<file path="config.mk">
export PLATFORM = sky130hd
export DESIGN_NAME = fetch_unit_flat
export DESIGN_NICKNAME = d
export VERILOG_FILES = /design/src/rtl/fetch_if.sv /design/src/rtl/fetch_unit.sv /design/src/flat_wrapper.sv
export SDC_FILE = /design/constraint.sdc
export NUM_CORES = 1
export LEC_CHECK = 0
export ABC_AREA = 1
export CORE_AREA = 10 10 176 178
export CTS_BUF_LIST = sky130_fd_sc_hd__clkbuf_4 sky130_fd_sc_hd__clkbuf_8
export DETAILED_ROUTE_END_ITERATION = 6
export DIE_AREA = 0 0 186 188
export HOLD_SLACK_MARGIN = 0.12
export PLACE_DENSITY = 0.89
export RECOVER_POWER = 25
export REMOVE_ABC_BUFFERS = 1
export SLEW_MARGIN = 20
export SYNTH_ARGS = -nofsm -noshare
export SYNTH_HDL_FRONTEND = slang
export SYNTH_SLANG_ARGS = --single-unit
export TNS_END_PERCENT = 10
</file>
<file path="constraint.sdc">
create_clock -name clk -period 8 [get_ports clk]
set_input_delay 0.8 -clock clk [delete_from_list [all_inputs] [get_ports clk]]
set_output_delay 0.8 -clock clk [all_outputs]
set_load 0.01 [all_outputs]
</file>
<file path="src/rtl/fetch_if.sv">
// ---------------------------------------------------------------------------
// Module   : fetch_if
// Brief    : Instruction-memory request bus plus decode-side output bus.
// Revision : 1.0
// ---------------------------------------------------------------------------
`default_nettype none

interface fetch_if #(
    parameter int AW = 32
);
    logic          imem_req;
    logic [AW-1:0] imem_addr;
    logic          imem_gnt;
    logic [31:0]   imem_rdata;
    logic          out_valid;
    logic          out_ready;
    logic [AW-1:0] out_PC;
    logic [AW-1:0] out_PC_4;
    logic [31:0]   out_inst;

    modport master (
        output imem_req, imem_addr,
        input  imem_gnt, imem_rdata,
        output out_valid, out_PC, out_PC_4, out_inst,
        input  out_ready
    );

    modport slave (
        input  imem_req, imem_addr,
        output imem_gnt, imem_rdata,
        input  out_valid, out_PC, out_PC_4, out_inst,
        output out_ready
    );
endinterface

`default_nettype wire

</file>
<file path="src/rtl/fetch_unit.sv">
// ---------------------------------------------------------------------------
// Module   : fetch_unit
// Brief    : Sequential instruction fetcher with a DEPTH-entry fetch queue.
// Revision : 1.0
// ---------------------------------------------------------------------------
`default_nettype none

module fetch_unit #(
    parameter int AW    = 32,
    parameter int DEPTH = 4,
    parameter int STEP  = 4
) (
    input  wire logic          clk,
    input  wire logic          rst,
    input  wire logic [AW-1:0] PC_START,
    input  wire logic          redirect,
    input  wire logic [AW-1:0] PC_IN,
    fetch_if.master            bus
);
    localparam int PW = $clog2(DEPTH);
    localparam int CW = PW + 1;
    localparam logic [CW-1:0] c_DEPTH_CNT = CW'(DEPTH);
    localparam logic [AW-1:0] c_STEP      = AW'(STEP);

    logic [AW-1:0] r_pc;
    logic [AW-1:0] r_req_pc;
    logic [PW-1:0] r_head;
    logic [PW-1:0] r_tail;
    logic [CW-1:0] r_count;
    logic          r_inflight;
    logic [AW-1:0] r_q_pc   [DEPTH];
    logic [31:0]   r_q_inst [DEPTH];

    logic [CW-1:0] w_occ;
    logic          w_req;
    logic          w_fire;
    logic          w_push;
    logic          w_pop;

    // Outstanding response counts as occupied so the queue can never overflow.
    assign w_occ  = r_count + {{(CW-1){1'b0}}, r_inflight};
    assign w_req  = ~rst & ~redirect & (w_occ < c_DEPTH_CNT);
    assign w_fire = w_req & bus.imem_gnt;
    assign w_push = r_inflight & ~redirect;
    assign w_pop  = (r_count != '0) & bus.out_ready & ~redirect;

    always_ff @(posedge clk) begin
        if (rst) begin
            r_pc       <= PC_START;
            r_count    <= '0;
            r_head     <= '0;
            r_tail     <= '0;
            r_inflight <= 1'b0;
        end else if (redirect) begin
            r_pc       <= PC_IN;
            r_count    <= '0;
            r_head     <= '0;
            r_tail     <= '0;
            r_inflight <= 1'b0;
        end else begin
            if (w_fire) begin
                r_pc <= r_pc + c_STEP;
            end
            r_inflight <= w_fire;
            if (w_push) begin
                r_tail <= r_tail + PW'(1);
            end
            if (w_pop) begin
                r_head <= r_head + PW'(1);
            end
            case ({w_push, w_pop})
                2'b10:   r_count <= r_count + CW'(1);
                2'b01:   r_count <= r_count - CW'(1);
                default: r_count <= r_count;
            endcase
        end
    end

    // Queue storage needs no reset: entries are only visible once counted.
    always_ff @(posedge clk) begin
        if (w_fire) begin
            r_req_pc <= r_pc;
        end
        if (~rst & w_push) begin
            r_q_pc[r_tail]   <= r_req_pc;
            r_q_inst[r_tail] <= bus.imem_rdata;
        end
    end

    assign bus.imem_req  = w_req;
    assign bus.imem_addr = r_pc;
    assign bus.out_valid = (r_count != '0);
    assign bus.out_PC    = r_q_pc[r_head];
    assign bus.out_PC_4  = r_q_pc[r_head] + c_STEP;
    assign bus.out_inst  = r_q_inst[r_head];

endmodule

`default_nettype wire

</file>
<file path="src/flat_wrapper.sv">
// flat-port wrapper written by rule: the top's interface ports become plain ports
module fetch_unit_flat 
#(
    parameter int AW    = 32,
    parameter int DEPTH = 4,
    parameter int STEP  = 4
)
  (clk, rst, PC_START, redirect, PC_IN, bus_imem_req, bus_imem_addr, bus_imem_gnt, bus_imem_rdata, bus_out_valid, bus_out_PC, bus_out_PC_4, bus_out_inst, bus_out_ready);
  fetch_if #(.AW(AW)) bus_i ();
  input  wire logic clk;
  input  wire logic rst;
  input  wire logic [AW-1:0] PC_START;
  input  wire logic redirect;
  input  wire logic [AW-1:0] PC_IN;
  output wire logic [$bits(bus_i.imem_req)-1:0] bus_imem_req;
  output wire logic [$bits(bus_i.imem_addr)-1:0] bus_imem_addr;
  input wire logic [$bits(bus_i.imem_gnt)-1:0] bus_imem_gnt;
  input wire logic [$bits(bus_i.imem_rdata)-1:0] bus_imem_rdata;
  output wire logic [$bits(bus_i.out_valid)-1:0] bus_out_valid;
  output wire logic [$bits(bus_i.out_PC)-1:0] bus_out_PC;
  output wire logic [$bits(bus_i.out_PC_4)-1:0] bus_out_PC_4;
  output wire logic [$bits(bus_i.out_inst)-1:0] bus_out_inst;
  input wire logic [$bits(bus_i.out_ready)-1:0] bus_out_ready;
  assign bus_imem_req = bus_i.imem_req;
  assign bus_imem_addr = bus_i.imem_addr;
  assign bus_i.imem_gnt = bus_imem_gnt;
  assign bus_i.imem_rdata = bus_imem_rdata;
  assign bus_out_valid = bus_i.out_valid;
  assign bus_out_PC = bus_i.out_PC;
  assign bus_out_PC_4 = bus_i.out_PC_4;
  assign bus_out_inst = bus_i.out_inst;
  assign bus_i.out_ready = bus_out_ready;
  fetch_unit #(.AW(AW), .DEPTH(DEPTH), .STEP(STEP)) u_core (.clk(clk), .rst(rst), .PC_START(PC_START), .redirect(redirect), .PC_IN(PC_IN), .bus(bus_i));
endmodule
</file>
==> key figures, run 1 <==
Finish
  • Filler Cells Inserted: 1971
  • Multi-input combinational cell area: roughly 4500 um2
  • FF+latch area: about 9800 um2
  • Diodes inserted: 0
  • Share of layout cells above drive strength 1: between 6 and 7%
  • Number of nets in the finished design: 1793
  • Area Growth Syn to Fin: 24.0%

Power and ir drop
  • Power Dens Cells: about 200 nW/um2
  • Worst vdd rail ir drop: roughly 130 uV
  • Net switching power: roughly 790 uW
  • Leak pwr: between 0.006 and 0.007 uW
  • Clock Power Share: 39.6%
  • Combinational fraction of design power: under 10%
  • Internal power component: ~2900 uW
  • Total power after layout: around 3600 uW
  • Flop pwr share: a little over half
  • Sw Share: between 20% and 30%

STA
  • Upper clock frequency limit: ~0.18 GHz
  • Worst clock skew on the final layout: between 0.03 and 0.04 ns
  • Unrepaired setup endpoints after global routing: false
  • Final Setup Violations: 0
  • Final hold violation count: 0
  • Fraction of the cycle the final worst path needs: a little over two thirds
  • Transition time of the tightest slew-check pin: between 1 and 1.5 ns
  • Number of max-slew violations in the final report: 0
  • Slew Limit Headroom: between 30% and 40%
  • Setup TNS: 0 ns
  • Min cycle time layout: approximately 5.6 ns

Clock network
  • Number of hold buffers added after CTS: 0
  • Clock tree from TritonCTS: built
  • Clock slew at reported path FFs: ~0.060 ns
  • CTS Sinks: 330
  • H-Tree Depth: 2
  • Source-to-sink clock delay at the later pin of the worst-skew pair: between 0.5 and 0.6 ns
  • Post-CTS setup repair buffer count: 0
  • Number of CTS-inserted buffers: 52
  • Post-CTS sizing: 0
  • Max clock buf depth: 3
  • Clk root buf: sky130_fd_sc_hd__clkbuf_8

Yosys
  • Proportion of synthesized chip area in sequential cells: about two thirds
  • Area contributors post-synth: sky130_fd_sc_hd__edfxtp_1, sky130_fd_sc_hd__nand2_1, sky130_fd_sc_hd__nor2_1
  • Mapped Cells: 1451
  • Number of distinct library cells after synthesis: 30
  • Main combinational cell family by area after synthesis: simple AND/OR/NAND/NOR gates
  • Most used DFF post-synth: sky130_fd_sc_hd__edfxtp_1
  • Mean area per synthesized cell: 10.3 um2
  • Fraction of synthesis flops using an asynchronous set or reset pin: 0%
  • Syn Std Cell Area: between 10000 and 15000 um2
  • Number of flops mapped to enable cells by yosys: between 300 and 400
  • Xor/xnor share of the synthesized area: between 2 and 2.5%
  • Multiplexer share of the synthesized area: 0%
  • Library cell with the largest summed area after synthesis: sky130_fd_sc_hd__edfxtp_1
  • Number of register bits inferred by synthesis: between 300 and 400
  • Area fraction in and, or, nand and nor cells after synthesis: about a fifth
  • Yosys warning count: 0
  • Adder-cell area share of the yosys netlist: 0.721%
  • Top-area cell type share of the netlist area: between 60 and 70%
  • Fraction of the mapped netlist area in compound gates: 5.56%

Floorplanning
  • Overall die width: 186 um
  • Die area: roughly 35000 um2
  • Total I/O pin count: 231
  • Row cnt: 61
  • Core ar.: 27500 um2
  • Height of the die: approximately 190 um
  • Initial Utilization: 54.3%

Routing
  • Via Count: roughly 12000
  • Sum of routed wire length over all layers: roughly 39000 um
  • Number of DRC markers in iteration 0: ~1100
  • Detail-routed via count per cell: between 5 and 6
  • Routed wirelength normalized by instance count: between 15 and 20 um
  • Number of DRC violations after detailed routing: 0
  • Number of iterations in the first detailed-routing pass: 5
  • Remaining antenna violation count: 0

Placed design
  • Final weighted congestion in routability-driven placement: roughly 0.94
  • Port Buf Inserts: 230
  • Post-detail-place hpwl: about 26000 um

Outcome
  • Status: completed

Worst hold path
  • Hold Path Origin: u_core.bus.imem_addr[0]
  • Class of the tightest hold or removal check: reg -> reg

Worst setup path
  • CP arrival: 4.84 ns
  • Required time of the critical path: between 7 and 8 ns
  • Worst setup SP type: register
  • Slowest stage cell on the critical path: sky130_fd_sc_hd__buf_4
  • Stage delay of the slowest cell on the critical path: approximately 0.7 ns
  • CP Capture Type: output pin
  • List of cells traversed by the critical path: buf_4, inv_2, buf_4, nor2_1, o21ai_1, nand2_1, ha_1, nand2_1, nor2_2, xor2_1, clkdlybuf4s50_1
  • Buffer and inverter count on the worst path: 4
  • Maximum fanout encountered on the critical timing path: 85
  • Type of the setup path with the least slack: reg -> out
  • Top delay family on crit path: buffers and inverters
  • Worst reg2reg path startpoint: u_core.r_inflight

Global route
  • Total GRT Usage: about 22%
  • Wire length of the first global-routing pass: slightly above 60000 um
  • Antenna violations before repair: 0
  • Pin count of the biggest net entering global routing: 99
  • Total global routing overflow: 0
  • Via count of the first global-routing pass: between 10000 and 15000

Run
  • Number of maximum-capacitance violations: 0
-- metrics by stage --
stage | instance area [um2] | instances | utilization (%) | hold WS [ns] | setup slack, ns
2_1_floorplan | 14600 | 1388 | - | 0.437 | 1.88
3_3_place_gp | 17500 | 1976 | 63.5 | 0.455 | 3.02
3_5_place_dp | 17500 | 1976 | 63.5 | 0.461 | 2.94
4_1_cts | 18500 | 2066 | 67.4 | 0.472 | 2.34
5_1_grt | 18500 | 2066 | 67.4 | 0.503 | 2.06
6_report | 18500 | 2066 | 67.4 | 0.477 | 2.36
-- Yosys cell counts (3+ instances only) --
| cell | instances |
|---|---|
| sky130_fd_sc_hd__buf_4 | 6 |
| sky130_fd_sc_hd__buf_6 | 8 |
| sky130_fd_sc_hd__o21bai_1 | 11 |
| sky130_fd_sc_hd__nand2_2 | 6 |
| sky130_fd_sc_hd__nand2_1 | 447 |
| sky130_fd_sc_hd__a21oi_1 | 9 |
| sky130_fd_sc_hd__xor2_1 | 31 |
| sky130_fd_sc_hd__dfxtp_1 | 10 |
| sky130_fd_sc_hd__o22ai_1 | 34 |
| sky130_fd_sc_hd__nor3_1 | 8 |
| sky130_fd_sc_hd__inv_2 | 3 |
| sky130_fd_sc_hd__nor2_2 | 10 |
| sky130_fd_sc_hd__nor2_1 | 167 |
| sky130_fd_sc_hd__o211ai_1 | 12 |
| sky130_fd_sc_hd__nand4_1 | 13 |
| sky130_fd_sc_hd__or2_2 | 3 |
| sky130_fd_sc_hd__xnor2_1 | 9 |
| sky130_fd_sc_hd__ha_1 | 7 |
| sky130_fd_sc_hd__nand3_1 | 123 |
| sky130_fd_sc_hd__clkbuf_1 | 37 |
| sky130_fd_sc_hd__buf_2 | 12 |
| sky130_fd_sc_hd__edfxtp_1 | 320 |
| sky130_fd_sc_hd__inv_1 | 81 |
| sky130_fd_sc_hd__o21ai_0 | 76 |
-- layout make-up --
class                      instances  share of cell area, %
timing repair buffer             242                   12.9
clock inverter                    29                   1.43
tap                              346                   2.34
inverter                          84                   1.72
sequential                       330                   53.0
multi-input combinational        974                   24.3
clock buffer                      61                   4.23
-- flip-flops by register name, indices dropped and copies added (netlist names), named ones only --
register / cells
u_core.r_inflight: 1
u_core.r_req_pc: 32
u_core.bus.imem_addr: 32
u_core.r_tail: 2
u_core.r_count: 3
u_core.r_q_inst: 128
u_core.r_q_pc: 128
u_core.r_head: 2
-- worst paths after layout --
| check | depth (start not counted) | slack, ns | endpoint |
|---|---|---|---|
| max | 11 | 2.36 | bus_out_PC_4[14] |
| min | 0 | 0.48 | u_core.r_req_pc[0] |
| max reg2reg | 7 | 5.56 | u_core.bus.imem_addr[21] |
| min reg2reg | 0 | 0.48 | u_core.r_req_pc[0] |
-- worst register-to-register path: cells and delay by family (launching register included) --
| family | cells | cell delay (ns) |
|---|---|---|
| and+or+nand+nor | 5 | 1.27 |
| DFF | 1 | 0.40 |
| buffers and inverters | 2 | 0.39 |
-- layout by cell type, fill, tap and decap left out, types with 4 or more instances in the layout --
cell type / n
sky130_fd_sc_hd__a21oi_1: 9
sky130_fd_sc_hd__buf_4: 12
sky130_fd_sc_hd__bufinv_16: 5
sky130_fd_sc_hd__clkbuf_4: 9
sky130_fd_sc_hd__clkbuf_8: 52
sky130_fd_sc_hd__clkdlybuf4s50_1: 221
sky130_fd_sc_hd__clkinv_1: 13
sky130_fd_sc_hd__clkinv_2: 10
sky130_fd_sc_hd__dfxtp_1: 8
sky130_fd_sc_hd__dlygate4sd3_1: 9
sky130_fd_sc_hd__edfxtp_1: 320
sky130_fd_sc_hd__ha_1: 7
sky130_fd_sc_hd__inv_1: 81
sky130_fd_sc_hd__nand2_1: 447
sky130_fd_sc_hd__nand2_2: 6
sky130_fd_sc_hd__nand3_1: 123
sky130_fd_sc_hd__nand4_1: 13
sky130_fd_sc_hd__nor2_1: 163
sky130_fd_sc_hd__nor2_2: 10
sky130_fd_sc_hd__nor2_4: 4
sky130_fd_sc_hd__nor3_1: 8
sky130_fd_sc_hd__o211ai_1: 12
sky130_fd_sc_hd__o21ai_0: 76
sky130_fd_sc_hd__o21bai_1: 11
sky130_fd_sc_hd__o22ai_1: 34
sky130_fd_sc_hd__xnor2_1: 9
sky130_fd_sc_hd__xor2_1: 31
-- metal layers --
layer	up-vias	GRT usage, %	share of wire, %
met5	-	0	0
li1	5419	-	-
met4	0	8.50	3.2
met1	5419	26.3	38
met2	638	35.9	47
met3	94	7.04	12
-- cells by family after synthesis --
logic type,count (synthesis)
simple gates,781
buf+inv,147
compound gates,145
flops,330
xor+xnor,40
fa+ha+maj,8
-- power groups by stage --
stage / clock network, uW / registers (uW) / logic, uW
floorplan: 0 / 2000 / 77.4
global placement: 0 / 2000 / 225
detailed placement: 0 / 2010 / 229
CTS: 1460 / 1970 / 231
global route: 1550 / 1970 / 251
finish: 1450 / 1970 / 230
(Power assumes the default switching activity.)
==> run 2: changes to the inputs <==
==> constraint.sdc (replaced) <==
create_clock -name clk -period 5.6 [get_ports clk]
set_input_delay 0.56 -clock clk [delete_from_list [all_inputs] [get_ports clk]]
set_output_delay 0.56 -clock clk [all_outputs]
set_load 0.01 [all_outputs]
==> run 2 against run 1 <==
Effect of this change: combinational power grew 42%; register-to-register slack lost 2.4 ns; cell area is essentially flat.
==> key figures, run 2 (same netlist as run 1, synthesis figures left out) <==
Floorplanning
  • Core ar.: 27500 um2 (unchanged)
  • Total I/O pin count: 231 (unchanged)
  • Die area: 35000 um2 (unchanged)
  • Height of the die: 188 um (unchanged)
  • Row cnt: 61 (unchanged)
  • Overall die width: 186 um (unchanged)
  • Initial Utilization: 54.3% (unchanged)

Clock network
  • Number of CTS-inserted buffers: 50 (-3.8%)
  • Number of hold buffers added after CTS: 0 (unchanged)
  • Clock tree from TritonCTS: built
  • Clk root buf: sky130_fd_sc_hd__clkbuf_8
  • Source-to-sink clock delay at the later pin of the worst-skew pair: 0.58 ns (about the same)
  • CTS Sinks: 330 (unchanged)
  • H-Tree Depth: 2 (unchanged)
  • Post-CTS setup repair buffer count: 0 (unchanged)
  • Clock slew at reported path FFs: 0.06 ns (about the same)
  • Post-CTS sizing: 0 (unchanged)
  • Max clock buf depth: 3 (unchanged)

Finish
  • Most common cell after layout, fill and taps aside: sky130_fd_sc_hd__nand2_1
  • Share of layout cells above drive strength 1: 7.63% (+0.82 points)
  • Filler Cells Inserted: 2036 (+3.3%)
  • Number of nets in the finished design: 1800 (+0.39%)
  • Non-Filler Instances: 2078 (+0.58%)
  • Cell area after layout: 18500 um2 (about the same)
  • Area Growth Syn to Fin: 24.0% (about the same)
  • Largest regs: u_core.r_q_inst x128, u_core.r_q_pc x128
  • Leading cell types in the layout, fill and taps excluded: sky130_fd_sc_hd__nand2_1, sky130_fd_sc_hd__edfxtp_1, sky130_fd_sc_hd__clkdlybuf4s50_1, sky130_fd_sc_hd__nor2_1, sky130_fd_sc_hd__nand3_1

Worst setup path
  • Slowest stage cell on the critical path: sky130_fd_sc_hd__clkdlybuf4s50_1
  • Worst setup SP type: register
  • Top cell by count, worst path: sky130_fd_sc_hd__nand2_1
  • Stage delay of the slowest cell on the critical path: 0.58 ns (-0.12 ns)
  • Reg2reg setup slack: 3.13 ns (-2.43 ns)
  • CP Capture Type: output pin
  • Type of the setup path with the least slack: reg -> out
  • List of cells traversed by the critical path: buf_4, buf_4, nand2_1, nand2_1, nand2_1, nand2_1, nand2_1, inv_1, nand2_1, nor2_1, nand2_1, xor2_1, clkdlybuf4s50_1
  • Maximum fanout encountered on the critical timing path: 56 (-34%)
  • Required time of the critical path: 5.04 ns (-2.16 ns)
  • CP arrival: 4.21 ns (-0.63 ns)

Power and ir drop
  • Combinational fraction of design power: 6.4% (about the same)
  • Sw Share: 22.0% (+0.37 points)
  • Worst vdd rail ir drop: 139 uV (+10%)
  • Leak pwr: 0.00702 uW (+0.33%)
  • Total power after layout: 5060 uW (+39%)
  • Net switching power: 1110 uW (+41%)
  • Internal power component: 3950 uW (+38%)
  • Flop pwr share: 55.7% (+1.6 points)
  • Power Dens Cells: 273 nW/um2 (+39%)
  • Clock Power Share: 37.9% (-1.7 points)

STA
  • Final hold violation count: 0 (unchanged)
  • Min cycle time layout: 4.77 ns
  • Fraction of the cycle the final worst path needs: between 80% and 90%
  • Upper clock frequency limit: 0.210 GHz
  • Unrepaired setup endpoints after global routing: false
  • Slew Limit Headroom: 39.2% (+6.5 points)
  • Worst clock skew on the final layout: 0.0270 ns (-0.00545 ns)
  • Transition time of the tightest slew-check pin: 0.910 ns (-0.0991 ns)
  • Final Hold Slack: 0.463 ns (-0.0135 ns)
  • Final Setup Violations: 0 (unchanged)
  • Setup TNS: 0 ns (unchanged)
  • Number of max-slew violations in the final report: 0 (unchanged)

Routing
  • Remaining antenna violation count: 0 (unchanged)
  • Number of iterations in the first detailed-routing pass: 6 (+1)
  • Via Count: 11400 (-1.1%)
  • Routed wirelength normalized by instance count: 18.9 um (about the same)
  • Sum of routed wire length over all layers: 39300 um (+0.53%)
  • Number of DRC violations after detailed routing: 0 (unchanged)
  • Detail-routed via count per cell: 5.50 (-1.7%)
  • Number of DRC markers in iteration 0: 979 (-8.6%)

Global route
  • Total GRT Usage: 22.3% (+0.40 points)
  • Via count of the first global-routing pass: 11500 (-1.4%)
  • Pin count of the biggest net entering global routing: 57 (-42%)
  • Wire length of the first global-routing pass: 61400 um (+1.2%)
  • Total global routing overflow: 0 (unchanged)
  • Antenna violations before repair: 1 (+1)

Placed design
  • DP Cell Count: 1985 (+0.46%)
  • Total cell area at the placement stage: 17500 um2 (+0.39%)
  • Final weighted congestion in routability-driven placement: 0.948 (+0.54%)
  • Post-detail-place hpwl: 27300 um (+3.5%)
  • Port Buf Inserts: 230 (unchanged)

Run
  • Number of maximum-capacitance violations: 0 (unchanged)

Outcome
  • Status: completed

Worst hold path
  • Class of the tightest hold or removal check: reg -> reg
==> run 2: cell count changes in the layout (fill, tap and decap cells not counted), sizes merged <==
cell	delta
clkinvlp	+2
bufinv	-5
inv	+1
clkbuf	+12
buf	+9
clkinv	-8
diode	+1
clkdlybuf4s50	-21
dlygate4sd3	+21
==> run 2: cell type report <==
class,count,area [um2],share of cell area (%)
Sequential cell,330,9810,53.0
Multi-Input combinational cell,974,4500,24.3
Timing Repair Buffer,251,2460,13.3
Clock buffer,73,886,4.78
Tap cell,346,433,2.34
Inverter,84,317,1.71
Clock inverter,19,104,0.561
Antenna cell,1,2.50,0.0135
==> run 2: critical path: cells and delay by family (launching register included) <==
kind	cells	cell delay (ns)
buffers and inverters	4	1.77
and+or+nand+nor	8	1.08
xor gates and xnor gates	1	0.19
DFF	1	0.54
==> run 2: final timing paths <==
path	start	end	cells after the start
hold reg to reg	u_core.r_head[1]	register	2
setup / recovery	register	bus_out_PC_4[17]	13
setup reg to reg	u_core.r_inflight	u_core.bus.imem_addr[4]	7
hold / removal	u_core.r_head[1]	register	2
==> run 2: power by group through the flow <==
stage	logic (uW)	registers (uW)	clock network, uW
floorplan	111	2860	0
global placement	324	2860	0
detailed placement	328	2870	0
CTS	332	2820	1950
global route	356	2820	2070
finish	326	2820	1920
==> run 2: through the flow <==
stage	worst slack [ns]	util, %
after floorplan	-0.280	-
after CTS	0.831	67.4
after detailed placement	1.45	63.8
final	0.827	67.4
after global routing	0.549	67.4
after global placement	1.54	63.8
==> run 2: layer usage <==
layer  GRT usage (%)  up-vias  part of all wire, %
met4            6.70        0                  2.5
met1            27.6     5356                   39
li1                -     5422                    -
met3            6.63       72                   11
met2            37.0      587                   48
met5               0        -                    0
